==> src/rtl/led_mux_pkg.sv <==
// rtl/led_mux_pkg.sv - shared types, constants and helpers for the 7-seg scan multiplexer
package led_mux_pkg;

    typedef enum logic [1:0] {PH_BLANK, PH_ON, PH_OFF} phase_e;

    localparam int          MAX_DIGITS = 16;
    localparam logic [31:0] SEG_BLANK  = '1;

    // All-ones (nothing selected) digit-select word for n digits.
    function automatic logic [MAX_DIGITS-1:0] sel_none(input int n);
        logic [MAX_DIGITS-1:0] s;
        s = '0;
        for (int i = 0; i < MAX_DIGITS; i++) begin
            if (i < n) s[i] = 1'b1;
        end
        return s;
    endfunction

    // Lit cycles per slot; 64-bit product so wide spans or codes cannot overflow.
    function automatic logic [31:0] calc_on_len(input int unsigned span,
                                                input int unsigned bright,
                                                input int unsigned bright_w);
        longint unsigned prod;
        prod = longint'(span) * (longint'(bright) + 64'd1);
        return 32'(prod >> bright_w);
    endfunction

endpackage

==> src/rtl/led_slot_timer.sv <==
// rtl/led_slot_timer.sv - per-digit slot counter with blank/on/off phase decode
module led_slot_timer
    import led_mux_pkg::*;
#(
    parameter int SCAN_DIV     = 1024,
    parameter int BLANK_CYCLES = 16,
    parameter int BRIGHT_W     = 4
) (
    input  logic                clk,
    input  logic                rst,
    input  logic [BRIGHT_W-1:0] brightness_i,
    output logic                slot_start_o,
    output logic                slot_end_o,
    output logic [1:0]          phase_o
);

    localparam int          CNT_W = (SCAN_DIV > 1) ? $clog2(SCAN_DIV) : 1;
    localparam int          ON_W  = CNT_W + 1;
    localparam int unsigned SPAN  = SCAN_DIV - BLANK_CYCLES;

    logic [CNT_W-1:0] cnt_q, cnt_d;
    logic [ON_W-1:0]  on_len_q, on_len_d, on_len_cur, on_len_calc;
    phase_e           phase;

    assign on_len_calc  = ON_W'(calc_on_len(SPAN, 32'(brightness_i), BRIGHT_W));
    assign slot_start_o = (cnt_q == '0);
    assign slot_end_o   = (cnt_q == CNT_W'(SCAN_DIV - 1));
    // The first slot cycle already uses the freshly computed length.
    assign on_len_cur   = slot_start_o ? on_len_calc : on_len_q;
    assign phase_o      = phase;

    always_comb begin
        cnt_d    = slot_end_o ? '0 : cnt_q + 1'b1;
        on_len_d = on_len_cur;
        if (32'(cnt_q) < 32'(BLANK_CYCLES)) begin
            phase = PH_BLANK;
        end else if (32'(cnt_q) < 32'(BLANK_CYCLES) + 32'(on_len_cur)) begin
            phase = PH_ON;
        end else begin
            phase = PH_OFF;
        end
    end

    always_ff @(posedge clk) begin
        if (!rst) begin
            cnt_q    <= '0;
            on_len_q <= '0;
        end else begin
            cnt_q    <= cnt_d;
            on_len_q <= on_len_d;
        end
    end

endmodule

==> src/rtl/led_mux_scan.sv <==
// rtl/led_mux_scan.sv - multiplexed 7-seg scanner; optional blinking via LED_MUX_SCAN_BLINK_EN
module led_mux_scan
    import led_mux_pkg::*;
#(
    parameter int  NUM_DIGITS   = 8,
    parameter int  SEG_W        = 8,
    parameter int  SCAN_DIV     = 1024,
    parameter int  BLANK_CYCLES = 16,
    parameter int  BRIGHT_W     = 4,
    parameter int  BLINK_FRAMES = 64,
    localparam int IDX_W        = $clog2(NUM_DIGITS)
) (
    input  logic                        clk,
    input  logic                        rst,
    input  logic [NUM_DIGITS*SEG_W-1:0] seg_data,
    input  logic [NUM_DIGITS-1:0]       digit_en,
    input  logic [BRIGHT_W-1:0]         brightness,
`ifdef LED_MUX_SCAN_BLINK_EN
    input  logic [NUM_DIGITS-1:0]       blink_mask,
`endif
    output logic [NUM_DIGITS-1:0]       LEDSEL,
    output logic [SEG_W-1:0]            LEDOUT,
    output logic [IDX_W-1:0]            cur_digit,
    output logic                        frame_tick
);

    localparam logic [MAX_DIGITS-1:0] SEL_NONE_W = sel_none(NUM_DIGITS);
    localparam logic [NUM_DIGITS-1:0] SEL_NONE   = SEL_NONE_W[NUM_DIGITS-1:0];
    localparam logic [SEG_W-1:0]      SEG_OFF    = SEG_BLANK[SEG_W-1:0];

    if (SCAN_DIV <= BLANK_CYCLES || NUM_DIGITS < 2 || NUM_DIGITS > MAX_DIGITS
        || SEG_W > 32 || BLINK_FRAMES < 1) begin : g_bad_cfg
        $error("led_mux_scan: invalid parameter set");
    end

    logic                  slot_start, slot_end;
    logic [1:0]            phase;
    logic [IDX_W-1:0]      idx_q, idx_d, idx_next;
    logic [SEG_W-1:0]      seg_q, seg_d, slot_byte;
    logic                  lit_q, lit_d, slot_lit, found, blink_hide;
    logic [NUM_DIGITS-1:0] ledsel_q, ledsel_d;
    logic [SEG_W-1:0]      ledout_q, ledout_d;
    logic                  tick_q, tick_d;

    led_slot_timer #(
        .SCAN_DIV     (SCAN_DIV),
        .BLANK_CYCLES (BLANK_CYCLES),
        .BRIGHT_W     (BRIGHT_W)
    ) u_timer (
        .clk          (clk),
        .rst          (rst),
        .brightness_i (brightness),
        .slot_start_o (slot_start),
        .slot_end_o   (slot_end),
        .phase_o      (phase)
    );

    // Next enabled digit searching upward with wrap; the current digit is tried last.
    always_comb begin
        idx_next = idx_q;
        found    = 1'b0;
        for (int k = 1; k <= NUM_DIGITS; k++) begin
            int cand;
            cand = int'(idx_q) + k;
            if (cand >= NUM_DIGITS) cand = cand - NUM_DIGITS;
            if (!found && digit_en[cand]) begin
                idx_next = IDX_W'(cand);
                found    = 1'b1;
            end
        end
    end

    // Slot visibility and data are frozen at slot start so mid-slot input changes wait.
    assign slot_byte = slot_start ? seg_data[idx_q*SEG_W +: SEG_W] : seg_q;
    assign slot_lit  = slot_start ? (digit_en[idx_q] && !blink_hide) : lit_q;

    always_comb begin
        idx_d    = (slot_end && found) ? idx_next : idx_q;
        tick_d   = slot_end && found && (idx_next <= idx_q);
        seg_d    = slot_byte;
        lit_d    = slot_lit;
        ledsel_d = SEL_NONE;
        ledout_d = SEG_OFF;
        if (slot_lit && phase == PH_ON) begin
            ledsel_d = ~(NUM_DIGITS'(1) << idx_q);
            ledout_d = slot_byte;
        end
    end

    always_ff @(posedge clk) begin
        if (!rst) begin
            idx_q    <= '0;
            seg_q    <= SEG_OFF;
            lit_q    <= 1'b0;
            ledsel_q <= SEL_NONE;
            ledout_q <= SEG_OFF;
            tick_q   <= 1'b0;
        end else begin
            idx_q    <= idx_d;
            seg_q    <= seg_d;
            lit_q    <= lit_d;
            ledsel_q <= ledsel_d;
            ledout_q <= ledout_d;
            tick_q   <= tick_d;
        end
    end

`ifdef LED_MUX_SCAN_BLINK_EN
    localparam int FC_W = (BLINK_FRAMES > 1) ? $clog2(BLINK_FRAMES) : 1;

    logic [FC_W-1:0] fcnt_q, fcnt_d;
    logic            bph_q, bph_d;

    always_comb begin
        fcnt_d = fcnt_q;
        bph_d  = bph_q;
        if (tick_d) begin
            if (fcnt_q == FC_W'(BLINK_FRAMES - 1)) begin
                fcnt_d = '0;
                bph_d  = ~bph_q;
            end else begin
                fcnt_d = fcnt_q + 1'b1;
            end
        end
    end

    always_ff @(posedge clk) begin
        if (!rst) begin
            fcnt_q <= '0;
            bph_q  <= 1'b0;
        end else begin
            fcnt_q <= fcnt_d;
            bph_q  <= bph_d;
        end
    end

    assign blink_hide = bph_q & blink_mask[idx_q];
`else
    assign blink_hide = 1'b0;
`endif

    assign LEDSEL     = ledsel_q;
    assign LEDOUT     = ledout_q;
    assign frame_tick = tick_q;
    assign cur_digit  = idx_q;

endmodule

==> config.mk <==
export PLATFORM = sky130hd
export DESIGN_NAME = led_mux_scan
export DESIGN_NICKNAME = d
export VERILOG_FILES = /design/src/rtl/led_mux_pkg.sv /design/src/rtl/led_slot_timer.sv /design/src/rtl/led_mux_scan.sv
export SDC_FILE = /design/constraint.sdc
export NUM_CORES = 1
export LEC_CHECK = 0
export CELL_PAD_IN_SITES_DETAIL_PLACEMENT = 1
export CELL_PAD_IN_SITES_GLOBAL_PLACEMENT = 1
export CORE_ASPECT_RATIO = 1.25
export CORE_MARGIN = 1.5
export CORE_UTILIZATION = 35
export DETAILED_ROUTE_END_ITERATION = 8
export PLACE_DENSITY_LB_ADDON = 0.05
export SLEW_MARGIN = 20
export SYNTH_ARGS = -nofsm -noshare
export SYNTH_HDL_FRONTEND = slang
export SYNTH_SLANG_ARGS = --single-unit
==> constraint.sdc <==
create_clock -name clk -period 6.7 [get_ports clk]
set_input_delay 1.005 -clock clk [delete_from_list [all_inputs] [get_ports clk]]
set_output_delay 1.005 -clock clk [all_outputs]
set_load 0.01 [all_outputs]
== Yosys cells after proc, flatten, opt, wreduce, memory -nomap -nowiden ==
Cells that the tools add are included.

* Word-level logic and storage cells: 129
* Register bits after elaboration: 50
* Output and inout port bits: 20

* Mux-type cells: 55
* Magnitude comparators: 20
* Multiply operators: 1
* Reductions and logical operators: 20
* Add/sub/neg operators: 19
* Eq/ne operators: 2
* Bitwise logic cells: 2
* Shift-type cells: 2

{| class="wikitable"
|+ Operators with widths
! operator !! count
|-
| 32-bit by 5-bit less-than comparator with 1-bit output, second input constant || 8
|-
| 32-bit 2-to-1 mux || 8
|-
| 6-bit by 64-bit multiplier with 11-bit output, first input constant || 1
|-
| 64-bit by 7-bit variable part select with 8-bit output || 1
|-
| 4-bit by 4-bit subtractor with 5-bit output, second input constant || 7
|-
| 10-bit by 32-bit less-than comparator with 1-bit output || 1
|-
| 4-bit >= comparator, second input constant || 7
|-
| 1-bit binary-select mux with 3-bit select || 9
|-
| 1-bit 2-to-1 mux || 26
|-
| 3-bit 2-to-1 mux || 8
|-
| 3-bit by 3-bit adder with 4-bit output, second input constant || 4
|-
| 5-bit by 11-bit adder with 12-bit output, first input constant || 1
|-
| 11-bit 2-to-1 mux || 1
|-
| 10-bit by 1-bit adder with 10-bit output, second input constant || 1
|-
| 10-bit equality test, second input constant || 1
|-
| 1-bit logical AND || 10
|-
| 10-bit zero test || 1
|-
| 10-bit by 5-bit less-than comparator with 1-bit output, second input constant || 1
|-
| 3-bit by 2-bit adder with 4-bit output, second input constant || 2
|-
| 8-bit 2-to-1 mux || 1
|-
| 8-bit NOT || 1
|-
| 1-bit by 3-bit << shifter with 8-bit output, first input constant || 1
|-
| 1-bit zero test || 7
|-
| 5-bit by 4-bit subtractor with 6-bit output, second input constant || 1
|-
| 11 further kinds || 12
|}

== Logic depth before layout (Yosys ltp) ==
* Depth after elaboration: 30
* Gate-level depth with buffers: 26

== Hierarchy ==
From an unflattened synthesis, not the netlist that was laid out.

* Cells, all modules: 475
* Area, all modules: 4,498.1 um2

{| class="wikitable"
|+ By module, submodules not included
! module !! times used !! cells an instance !! area an instance (um2) !! sequential area each (um2)
|-
| led_mux_scan || 1 || 246 || 2,471.1 || 580.6
|-
| led_slot_timer || 1 || 229 || 2,026.9 || 420.4
|}

== Worst setup path before layout ==
No wires, ideal clock.

* Kind: input to register
* Start: in brightness[0]
* End: reg ledout_q[0], in the netlist LEDOUT[0]
* Data required time: 6,572 ps
* Setup time: 128 ps
* Path slack: 317 ps
* Stages: 26
* Buffers on the path: 2
* Data arrival time: 6,255 ps
* Cells stage by stage: clkbuf_1 > nand3_1 > xnor2_1 > inv_1 > fa_1 > inv_1 > fa_1 > fa_1 > inv_1 > ha_1 > a21oi_1 > xor2_1 > o21ai_0 > ha_1 > and3_1 > a31oi_1 > nor2_1 > xnor2_1 > ha_1 > nand2_1 > nor3_1 > o21ai_0 > o2111ai_1 > a31oi_1 > clkbuf_1 > o21ai_1

* Longest elaborated chain between the ends: 10

{| class="wikitable"
|+ Ends and longest elaborated chain
! item !! line !! RTL
|-
| start, declared || led_mux_scan.sv:17 || <nowiki>input logic [BRIGHT_W-1:0] brightness,</nowiki>
|-
| 4-bit by 1-bit adder with 5-bit output || led_mux_pkg.sv:24 || <nowiki>prod = longint'(span) * (longint'(bright) + 64'd1);</nowiki>
|-
| 6-bit by 64-bit multiplier with 11-bit output || led_mux_pkg.sv:24 ||
|-
| 11-bit 2-to-1 mux || led_slot_timer.sv:29 || <nowiki>assign on_len_cur = slot_start_o ? on_len_calc : on_len_q;</nowiki>
|-
| named net u_timer.on_len_cur[5] || led_slot_timer.sv:22 || <nowiki>logic [ON_W-1:0] on_len_q, on_len_d, on_len_cur, on_len_calc;</nowiki>
|-
| 5-bit by 11-bit adder with 12-bit output || led_slot_timer.sv:37 || <nowiki>end else if (32'(cnt_q) < 32'(BLANK_CYCLES) + 32'(on_len_cur)) begin</nowiki>
|-
| 10-bit by 32-bit less-than comparator with 1-bit output || led_slot_timer.sv:37 ||
|-
| 2-bit 2-to-1 mux || led_slot_timer.sv:37 ||
|-
| 2-bit 2-to-1 mux || led_slot_timer.sv:35 || <nowiki>if (32'(cnt_q) < 32'(BLANK_CYCLES)) begin</nowiki>
|-
| 2-bit by 1-bit equality test with 1-bit output || led_mux_scan.sv:84 || <nowiki>if (slot_lit && phase == PH_ON) begin</nowiki>
|-
| 1-bit logical AND || led_mux_scan.sv:84 ||
|-
| 2-bit AND reduction (no source line) || n/a ||
|-
| end signal, assigned || led_mux_scan.sv:103 || <nowiki>ledout_q <= ledout_d;</nowiki>
|-
| end, declared || led_mux_scan.sv:42 || <nowiki>logic [SEG_W-1:0] ledout_q, ledout_d;</nowiki>
|}

The timed path passes the listed nets, and every way through them passes these cells.
A chain may end at the register's enable or synchronous reset.

== Worst setup path in the final report ==
* Start: in brightness[1]
* End: reg ledsel_q[4], in the netlist LEDSEL[4]

* Longest elaborated chain between the ends: 10

{| class="wikitable"
|+ Ends and longest elaborated chain
! item !! line !! RTL
|-
| 4-bit by 1-bit adder with 5-bit output || led_mux_pkg.sv:24 ||
|-
| 6-bit by 64-bit multiplier with 11-bit output || led_mux_pkg.sv:24 ||
|-
| 11-bit 2-to-1 mux || led_slot_timer.sv:29 ||
|-
| named net u_timer.on_len_cur[5] || led_slot_timer.sv:22 ||
|-
| 5-bit by 11-bit adder with 12-bit output || led_slot_timer.sv:37 ||
|-
| 10-bit by 32-bit less-than comparator with 1-bit output || led_slot_timer.sv:37 ||
|-
| 2-bit 2-to-1 mux || led_slot_timer.sv:37 ||
|-
| 2-bit 2-to-1 mux || led_slot_timer.sv:35 ||
|-
| 2-bit by 1-bit equality test with 1-bit output || led_mux_scan.sv:84 ||
|-
| 1-bit logical AND || led_mux_scan.sv:84 ||
|-
| 2-bit AND reduction (no source line) || n/a ||
|-
| end signal, assigned || led_mux_scan.sv:102 || <nowiki>ledsel_q <= ledsel_d;</nowiki>
|-
| end, declared || led_mux_scan.sv:41 || <nowiki>logic [NUM_DIGITS-1:0] ledsel_q, ledsel_d;</nowiki>
|}

The timed path passes the listed nets, and every way through them passes these cells.

==> results <==
-- worst max-delay path, cell delays in order --
cell and delay [ps]:
clkdlybuf4s50_1 530, nand3_2 130, xnor2_2 170, inv_1 110, fa_1 550, inv_2 80
fa_1 500, fa_1 530, inv_1 50, ha_1 300, a21oi_1 160, xor2_1 220
o21ai_1 120, ha_2 250, and3_1 180, a31oi_2 180, nor2_1 80, xnor2_1 130
ha_1 270, nand2_1 110, nor3_2 60, o21ai_0 70, o2111ai_1 150, a31oi_2 270
buf_6 180, o211ai_1 100
-- path summary, 6_finish.rpt --
check	startpoint	to	cells past startpoint
max	brightness[1]	LEDSEL[4]$_SDFF_PN1_	26
min	u_timer.cnt_q[0]$_SDFF_PP0_	u_timer.cnt_q[0]$_SDFF_PP0_	1
max reg2reg	cur_digit[1]$_SDFFE_PN0P_	frame_tick$_SDFF_PN0_	13
min reg2reg	u_timer.cnt_q[0]$_SDFF_PP0_	u_timer.cnt_q[0]$_SDFF_PP0_	1
-- flip-flops by register name, summed over array words and instances, names as in the netlist --
signal            cells
u_timer.cnt_q        10
u_timer.on_len_q     11
lit_q                 1
cur_digit             3
frame_tick            1
LEDOUT                8
LEDSEL                8
seg_q                 8
-- through the flow --
stage	total power [W]	util
5_1_grt	0.00131	0.473
4_1_cts	0.00120	0.469
6_report	0.00119	0.473
3_3_place_gp	0.000909	0.456
2_1_floorplan	0.000729	-
3_5_place_dp	0.000925	0.456
-- final cells by class --
class,instances,area (µm²),share of cell area
tap,164,205,0.0360
inverter,33,124,0.0217
multi-input combinational,362,3120,0.547
timing repair buffer,113,1100,0.192
sequential,50,1000,0.176
clock buffer,5,125,0.0219
clock inverter,3,28.8,0.00504
-- layer usage --
metal | routed length (µm) | vias up | share of wire | GRT usage
met5 | 0 | - | 0 | 0
met4 | 121 | 0 | 0.010 | 0.0435
met3 | 567 | 9 | 0.047 | 0.0386
met2 | 6440 | 89 | 0.53 | 0.355
met1 | 4980 | 1938 | 0.41 | 0.238
li1 | - | 1887 | - | -
-- cell families (layout without fill, tap and decap cells) --
group,count (synthesis),in the layout,share of synthesized area
muxes,51,51,0.201
and+or+nand+nor,133,133,0.146
buffers and inverters,54,154,0.0503
AOI/OAI and AO/OA,102,102,0.155
xor gates and xnor gates,24,24,0.0489
DFF,50,50,0.233
adders and majority gates,52,52,0.167
-- report_power, final --
part	leakage [nW]	switching, W	total (W)	internal (W)
clock	0.0763	0.000123	0.000267	0.000143
combinational	1.80	0.000312	0.000592	0.000280
sequential	0.409	0.0000101	0.000334	0.000323
total	2.28	0.000445	0.00119	0.000747
-- timing repair --
item / CTS / global route
resized for setup: 0 / 17
hold buffers: 0 / 0
endpoints found under the setup margin: 0 / 16
endpoints found under the hold margin: 0 / 0
-- layout by cell type (no fill, tap or decap), types with 9 or more instances in the layout --
cell type,n
dfxtp_1,49
o211ai_1,13
ha_1,42
mux2_2,11
xor2_1,9
o21ai_1,13
nand3_1,10
nor2_1,41
mux2i_1,12
nand2_1,45
mux4_2,27
a21oi_1,35
buf_4,15
clkdlybuf4s50_1,96
xnor2_1,14
inv_1,29
==> reports/metrics.csv <==
metric;value;unit
Tightest Pin Transition;838;ps
pwr dens;209;nW/µm²
TritonCTS clock tree;built;
core footprint;12000;µm²
CP Capture Type;flop;
crit path max fanout;8;
Synth Cell Area;4300;µm²
setup slack, reg-to-reg;2170;ps
Vias;3923;
post-synth top area share;0.233;
clock tree buffer depth;2;
top-count cell post-synth;dfxtp_1;
crit path DAT;6450;ps
total track usage;0.197;
largest net degree at the start of global routing;37;
# IOs;98;
startpoint types;input port;
fillers;1426;
Async SR Flop Fraction;0;
final setup vio count;0;
synthesis-to-layout area growth;32.7;%
Max Cap Viol;0;
synth top area cells;dfxtp_1 (23%), mux4_2 (14%), ha_1 (13%);
Routed WL per cell;16.6;µm
die area;13000;µm²
htree depth;2;
peak supply drop;117;µV
clock skew;9.55;ps
Crit Path Class;input port to flop;
Final Max Tran Viols;0;
FF+latch count, synth;50;
layout cells sized above 1;0.140;
Max-Slew Margin vs Limit;0.440;
Distinct cells, synth;55;
nets@finish;695;
Synth Instances;466;
period utilisation layout;0.940;
crit path time final;6300;ps
Synth Area per Inst;9.23;µm²
design area;5700;µm²
CTS buffer count;5;
Setup Fix Bufs, Post-CTS;0;
pre-CTS WS;-152;ps
worst min-delay path category;flop to flop;
initial antenna violation count;0;
Die W;102;µm
most instantiated cells after synthesis;dfxtp_1 (50), nand2_1 (45), ha_1 (43);
initial core utilization;0.357;
number of synthesized flops with an enable pin;0;
leak pwr;2.28;nW
# rows;45;
DRT Pass-1 Iters;4;
placer congestion estimate;0.776;
register area share after synthesis;0.233;
setup TNS;0;ps
drt total wl;12.1;mm
Fin Hold WS;461;ps
status;finished, final reports clean;
dpl cells;721;
clk slew on worst S/H paths;70;ps
remaining global-route overflow;0;
achievable frequency;159;MHz
Non-Filler Instances;730;
DRC;0;
placed cell area;5500;µm²
number of global-route vias before repair;4153;
Clock Latency Late Sink;300;ps
WP data required;6850;ps
clock sink count;50;
post-synth top area cell;dfxtp_1;
Initial DRC Count;78;
root buffer cell;clkbuf_16;
Post-synth top flop;dfxtp_1;
first-pass GRT wire length;20.2;mm
post-DP HPWL;9.38;mm
Synth warnings;0;
final hold violations;0;
vias per inst;5.37;
Final WS setup;400;ps
syn_nets;596;
post-route antenna net violation count;0;
Die Y;127;µm
diode count;0;
Port Buf Inserts;97;
Power figures use the tool's default switching activity.
